===== src/rtl/uart_arb_pkg.sv =====
// Shared types and limits for the packet-granular UART byte-channel arbiter.
package uart_arb_pkg;

    localparam int unsigned MAX_REQ = 8;

    typedef enum logic {
        IDLE    = 1'b0,
        GRANTED = 1'b1
    } arb_state_t;

endpackage


===== src/rtl/uart_tx_arbiter_rr_picker.sv =====
// Round-robin picker: first set request scanning upward from the slot after last, modulo N_REQ.
module rr_picker
    import uart_arb_pkg::*;
#(
    parameter int unsigned N_REQ = 2,
    localparam int unsigned IDX_W = (N_REQ > 1) ? $clog2(N_REQ) : 1
) (
    input  logic [N_REQ-1:0] req,
    input  logic [IDX_W-1:0] last,
    output logic [N_REQ-1:0] pick,
    output logic [IDX_W-1:0] pick_idx,
    output logic             found
);

    int unsigned cand;

    // Scan offsets 1..N_REQ so the previous owner is considered last.
    always_comb begin
        pick     = '0;
        pick_idx = '0;
        found    = 1'b0;
        cand     = 0;
        for (int unsigned i = 1; i <= N_REQ; i++) begin
            cand = (32'(last) + i) % N_REQ;
            if (!found && req[cand[IDX_W-1:0]]) begin
                found                    = 1'b1;
                pick_idx                 = cand[IDX_W-1:0];
                pick[cand[IDX_W-1:0]]    = 1'b1;
            end
        end
    end

endmodule


===== src/rtl/uart_tx_arbiter.sv =====
// Shares one uart_tx byte channel among N_REQ packet sources, round-robin per packet,
// with a watchdog that reclaims the channel from an owner that stalls mid-packet.
module uart_tx_arbiter
    import uart_arb_pkg::*;
#(
    parameter int unsigned N_REQ          = 2,
    parameter int unsigned TIMEOUT_CYCLES = 100000
) (
    input  logic                 clk,
    input  logic                 rst,
    input  logic [8*N_REQ-1:0]   req_data_i,
    input  logic [N_REQ-1:0]     req_valid_i,
    input  logic [N_REQ-1:0]     req_last_i,
    output logic [N_REQ-1:0]     req_ready_o,
    output logic [7:0]           data_o,
    output logic                 valid_o,
    input  logic                 ready_i,
    output logic [N_REQ-1:0]     grant_o,
    output logic                 busy_o,
    output logic                 abort_o
);

    localparam int unsigned IDX_W = (N_REQ > 1) ? $clog2(N_REQ) : 1;
    localparam int unsigned WD_W  = $clog2(TIMEOUT_CYCLES);
    localparam logic [WD_W-1:0] WD_MAX   = WD_W'(TIMEOUT_CYCLES - 1);
    localparam logic [IDX_W-1:0] LAST_RST = IDX_W'(N_REQ - 1);

    arb_state_t       state_q, state_d;
    logic [N_REQ-1:0] grant_q, grant_d;
    logic [IDX_W-1:0] owner_q, owner_d;
    logic [IDX_W-1:0] last_q, last_d;
    logic [WD_W-1:0]  wd_q, wd_d;
    logic             abort_q, abort_d;

    logic [N_REQ-1:0] pick;
    logic [IDX_W-1:0] pick_idx;
    logic             found;

    logic             own_valid;
    logic             own_last;
    logic [7:0]       own_data;

    rr_picker #(
        .N_REQ (N_REQ)
    ) u_picker (
        .req      (req_valid_i),
        .last     (last_q),
        .pick     (pick),
        .pick_idx (pick_idx),
        .found    (found)
    );

    assign own_valid = req_valid_i[owner_q];
    assign own_last  = req_last_i[owner_q];
    assign own_data  = req_data_i[8*32'(owner_q) +: 8];

    assign grant_o = grant_q;
    assign busy_o  = (state_q == GRANTED);
    assign abort_o = abort_q;

    // State, ownership, priority pointer and watchdog registers.
    always_ff @(posedge clk or posedge rst) begin
        if (rst) begin
            state_q <= IDLE;
            grant_q <= '0;
            owner_q <= '0;
            last_q  <= LAST_RST;
            wd_q    <= '0;
            abort_q <= 1'b0;
        end else begin
            state_q <= state_d;
            grant_q <= grant_d;
            owner_q <= owner_d;
            last_q  <= last_d;
            wd_q    <= wd_d;
            abort_q <= abort_d;
        end
    end

    // Next-state, watchdog and the owner-to-channel byte path.
    always_comb begin
        state_d     = state_q;
        grant_d     = grant_q;
        owner_d     = owner_q;
        last_d      = last_q;
        wd_d        = wd_q;
        abort_d     = 1'b0;
        data_o      = '0;
        valid_o     = 1'b0;
        req_ready_o = '0;

        case (state_q)
            IDLE: begin
                wd_d = '0;
                if (found) begin
                    state_d = GRANTED;
                    grant_d = pick;
                    owner_d = pick_idx;
                end
            end

            GRANTED: begin
                data_o               = own_data;
                valid_o              = own_valid;
                req_ready_o[owner_q] = ready_i && own_valid;
                if (own_valid) begin
                    // Valid high (stalled or moving) keeps the watchdog cleared.
                    wd_d = '0;
                    if (ready_i && own_last) begin
                        state_d = IDLE;
                        grant_d = '0;
                        last_d  = owner_q;
                    end
                end else if (wd_q == WD_MAX) begin
                    state_d = IDLE;
                    grant_d = '0;
                    last_d  = owner_q;
                    wd_d    = '0;
                    abort_d = 1'b1;
                end else begin
                    wd_d = wd_q + WD_W'(1);
                end
            end

            default: begin
                state_d = IDLE;
                grant_d = '0;
            end
        endcase
    end

endmodule


===== config.mk =====
export PLATFORM = sky130hd
export DESIGN_NAME = uart_tx_arbiter
export DESIGN_NICKNAME = d
export VERILOG_FILES = /design/src/rtl/uart_arb_pkg.sv /design/src/rtl/uart_tx_arbiter_rr_picker.sv /design/src/rtl/uart_tx_arbiter.sv
export SDC_FILE = /design/constraint.sdc
export NUM_CORES = 1
export LEC_CHECK = 0
export CORE_UTILIZATION = 40
export DETAILED_ROUTE_END_ITERATION = 8
export PLACE_DENSITY = 0.8
export SLEW_MARGIN = 0
export SYNTH_ARGS = -nofsm -noshare
export SYNTH_HDL_FRONTEND = slang
export SYNTH_SLANG_ARGS = --single-unit

===== constraint.sdc =====
create_clock -name clk -period 1.6 [get_ports clk]
set_clock_uncertainty 0.2 [all_clocks]
set_input_delay 0.16 -clock clk [delete_from_list [all_inputs] [get_ports clk]]
set_output_delay 0.16 -clock clk [all_outputs]
set_load 0.01 [all_outputs]

==> flow_summary.toml <==
[route]
initialDrtViolationCount = 177
wl_per_cell_um = 16.6
dr.pass1.iters = 4
route.vias.total = 1513
antenna_left = 0
vias_per_cell = 5.48
wirelength_um = 4580
drc = 0

[sta]
worst_slew_pin_slew_ns = 0.403
grt_setup_unrepaired = "true"
relSlewSlack_pct = 72.8
fmax_mhz = 548
drv_slew = 0
final-hold-violation-count = 0
setup_slack_ns = -0.226
setup_viol = 33
fin_crit_ns = 1.83
fin_crit_sh_pct = 114

[critical_path]
cp_top_family = "compound AO/OA/AOI/OAI gates"
crit_path_end = "grant_o[1]"
arrival_ns = 1.88
slowest_delay_ns = 0.48
rr_worst_depth = 6
start_kind = "flip-flop"
worstSetupPathDepth = 6
crit_required_ns = 1.65
crit_buf_inv = 2
crit_path_end_kind = "flip-flop"
cp_max_fo = 5
worst_path_max_delay_cell = "dfrtp_2"
r2r_slack_ns = -0.23
critPathLaunch = "owner_q"
crit_chain = "buf_8, buf_6, mux2_4, a211oi_4, a311oi_2, o21ai_1"
r2r-start = "owner_q"
critical_path_class = "flip-flop to flip-flop"
worstReg2RegEnd = "grant_o[1]"

[logic_synthesis]
avgSynthCellArea_sq_um = 9.81
synth_warnings = 0
synth_top_area_cell = "dfrtp_1"
synth_top_area_share_pct = 39.5
synth.top_cells.by_count = "29 x nor2_1, 22 x dfrtp_1, 9 x mux2i_1, 9 x nand2_1"
synth_seq_cells = 23
async_flop_share_pct = 100
yosysMostFrequentCell = "nor2_1"
synthFlopType = "dfrtp_1"
synth_seq_area_share_pct = 41.4
ys_top_cells_by_area = "dfrtp_1 40%, nor2_1 7.8%, mux2i_1 6.5%"
synthCells = 142
syn-cell-area_sq_um = 1390
synth_fp_nets = 166
synth-edff-count = 0
synth_cell_type_count = 44

[placed_design]
hpwl_um = 2720
gp_congestion = 0.788
portBuffers = 37
dp_slack_ns = -0.411

[pwr]
power_switching_uw = 989
p_leak_nw = 1.08
powerDensity_nw_per_um2 = 1090
vdd_drop_max_v = 0.000642
power_frac_seq_pct = 30.2
clkPwrFrac_pct = 11.3
combPwrFrac_pct = 58.6
swShare_pct = 39.3
intPower_mw = 1.53

[global_routing]
grt_pass1_wl_um = 6070
overflow = 0
grt_pass1_vias = 1402
antenna_found_initial = 0
grt_util_all_layers_pct = 22.4
grt_max_degree = 24

[cts]
cts_max_level = 1
clk_path_buf_depth = 2
insertion_delay_ns = 0.32
clock_sinks = 23
clk_pin_slew_ns = 0.13
cts_tree = "done"
cts_buffers = 3
cts_root_buf = "clkbuf_4"

[layout]
fin_nets = 255
layout-drive-gt1-share_pct = 41.7
fillers = 242
multi_input_area_sq_um = 865
syn2layout_area_growth_pct = 66.6
layout.area.seq_sq_um = 579
fin_util_pct = 69.5
diodes = 0

[floorplan]
dieWidth_um = 61.0
fp-row-count = 21
core_area_sq_um = 3340
die_y_um = 61.0
num_io_pins = 38
die-area_sq_um = 3720
initial_core_util_pct = 41.7

[flow_run]
drv_cap = 0

[status]
outcome = "finished with violations"
failed_checks = "negative setup slack"

[min_path]
hold_path_class = "flip-flop to flip-flop"
whs_path_depth = 2
## cell usage in the layout, fill, tap and decap left out, drive strengths merged, types with 3 or more instances in the layout
| master | netlist | layout |
|---|---|---|
| inv | 6 | 6 |
| and4 | 3 | 3 |
| dfrtp | 22 | 22 |
| nor3 | 3 | 3 |
| nand3 | 10 | 12 |
| nand2 | 9 | 9 |
| buf | 5 | 61 |
| xor2 | 7 | 7 |
| clkbuf | 1 | 3 |
| xnor2 | 6 | 6 |
| dlygate4sd2 | 0 | 3 |
| mux2i | 10 | 10 |
| nor2 | 29 | 29 |
| nand4 | 4 | 4 |
| o21ai | 4 | 4 |
| clkdlybuf4s50 | 0 | 22 |
## cell families (layout without fill, tap and decap cells)
| group | count (synthesis) | after routing | share of synthesized area, % |
|---|---|---|---|
| AOI/OAI and AO/OA | 14 | 14 | 7.64 |
| xor gates and xnor gates | 13 | 13 | 8.18 |
| adders and majority gates | 1 | 1 | 0.898 |
| buffers and inverters | 12 | 98 | 4.31 |
| DFF | 23 | 23 | 41.4 |
| muxes | 11 | 11 | 8.89 |
| and+or+nand+nor | 68 | 70 | 28.7 |
## routing by layer
layer	global-route usage (%)	routed length [um]	vias up
li1	-	-	678
met3	1.92	207	21
met5	0	0	-
met1	27.1	1790	749
met4	10.7	127	0
met2	40.0	2450	65
## worst min-delay path by stage
stage | startpoint | to | slack, ns
floorplan | rst | abort_o | -0.04
global placement | rst | wd_q[1] | 0.30
detailed placement | rst | wd_q[0] | 0.30
CTS | grant_o[1] | grant_o[1] | 0.34
global route | grant_o[1] | grant_o[1] | 0.37
finish | grant_o[0] | grant_o[0] | 0.35
## worst min-delay path: stages (launching register included)
cell and delay (ns):
dfrtp_1 0.40, inv_1 0.05, o21ai_1 0.07
## area by class of cell
cell class                      instances  area share [%]
Inverter                                6           0.971
Clock buffer                            3           0.971
Clock inverter                          1           0.216
Multi-Input combinational cell        109            37.3
Sequential cell                        23            25.0
Timing Repair Buffer                   88            33.1
Tap cell                               46            2.48
## stage by stage
stage | cell area (sq um) | hold WS, ns | instances | total power, mW | TNS [ns]
final | 2320 | 0.353 | 276 | 2.52 | -3.65
after CTS | 2210 | 0.340 | 270 | 2.50 | -3.06
after global placement | 2060 | 0.298 | 253 | 1.91 | -3.54
after global routing | 2320 | 0.372 | 276 | 2.65 | -5.33
after floorplan | 1410 | -0.0388 | 142 | 1.43 | -0.162
after detailed placement | 2060 | 0.299 | 253 | 1.97 | -5.11
## state kept, by name, summed over array words and instances, names as in the netlist
| name | count |
|---|---|
| wd_q | 17 |
| grant_o | 2 |
| abort_o | 1 |
| busy_o | 1 |
| last_q | 1 |
| owner_q | 1 |
## power by group through the flow
stage               clock, mW  sequential (mW)  combinational, mW
global route            0.306            0.771               1.58
finish                  0.284            0.759               1.47
global placement            0            0.745               1.17
CTS                     0.284            0.754               1.46
floorplan                   0            0.749              0.677
detailed placement          0            0.750               1.22
## timing repair
action,CTS,global route
setup endpoints to repair,36,35
hold buffers,1,0
cloned,3,0
endpoints found under the hold margin,22,0
pin swaps,3,15
gates resized for setup,61,18
buffers inserted,9,7
(Power assumes the default switching activity.)
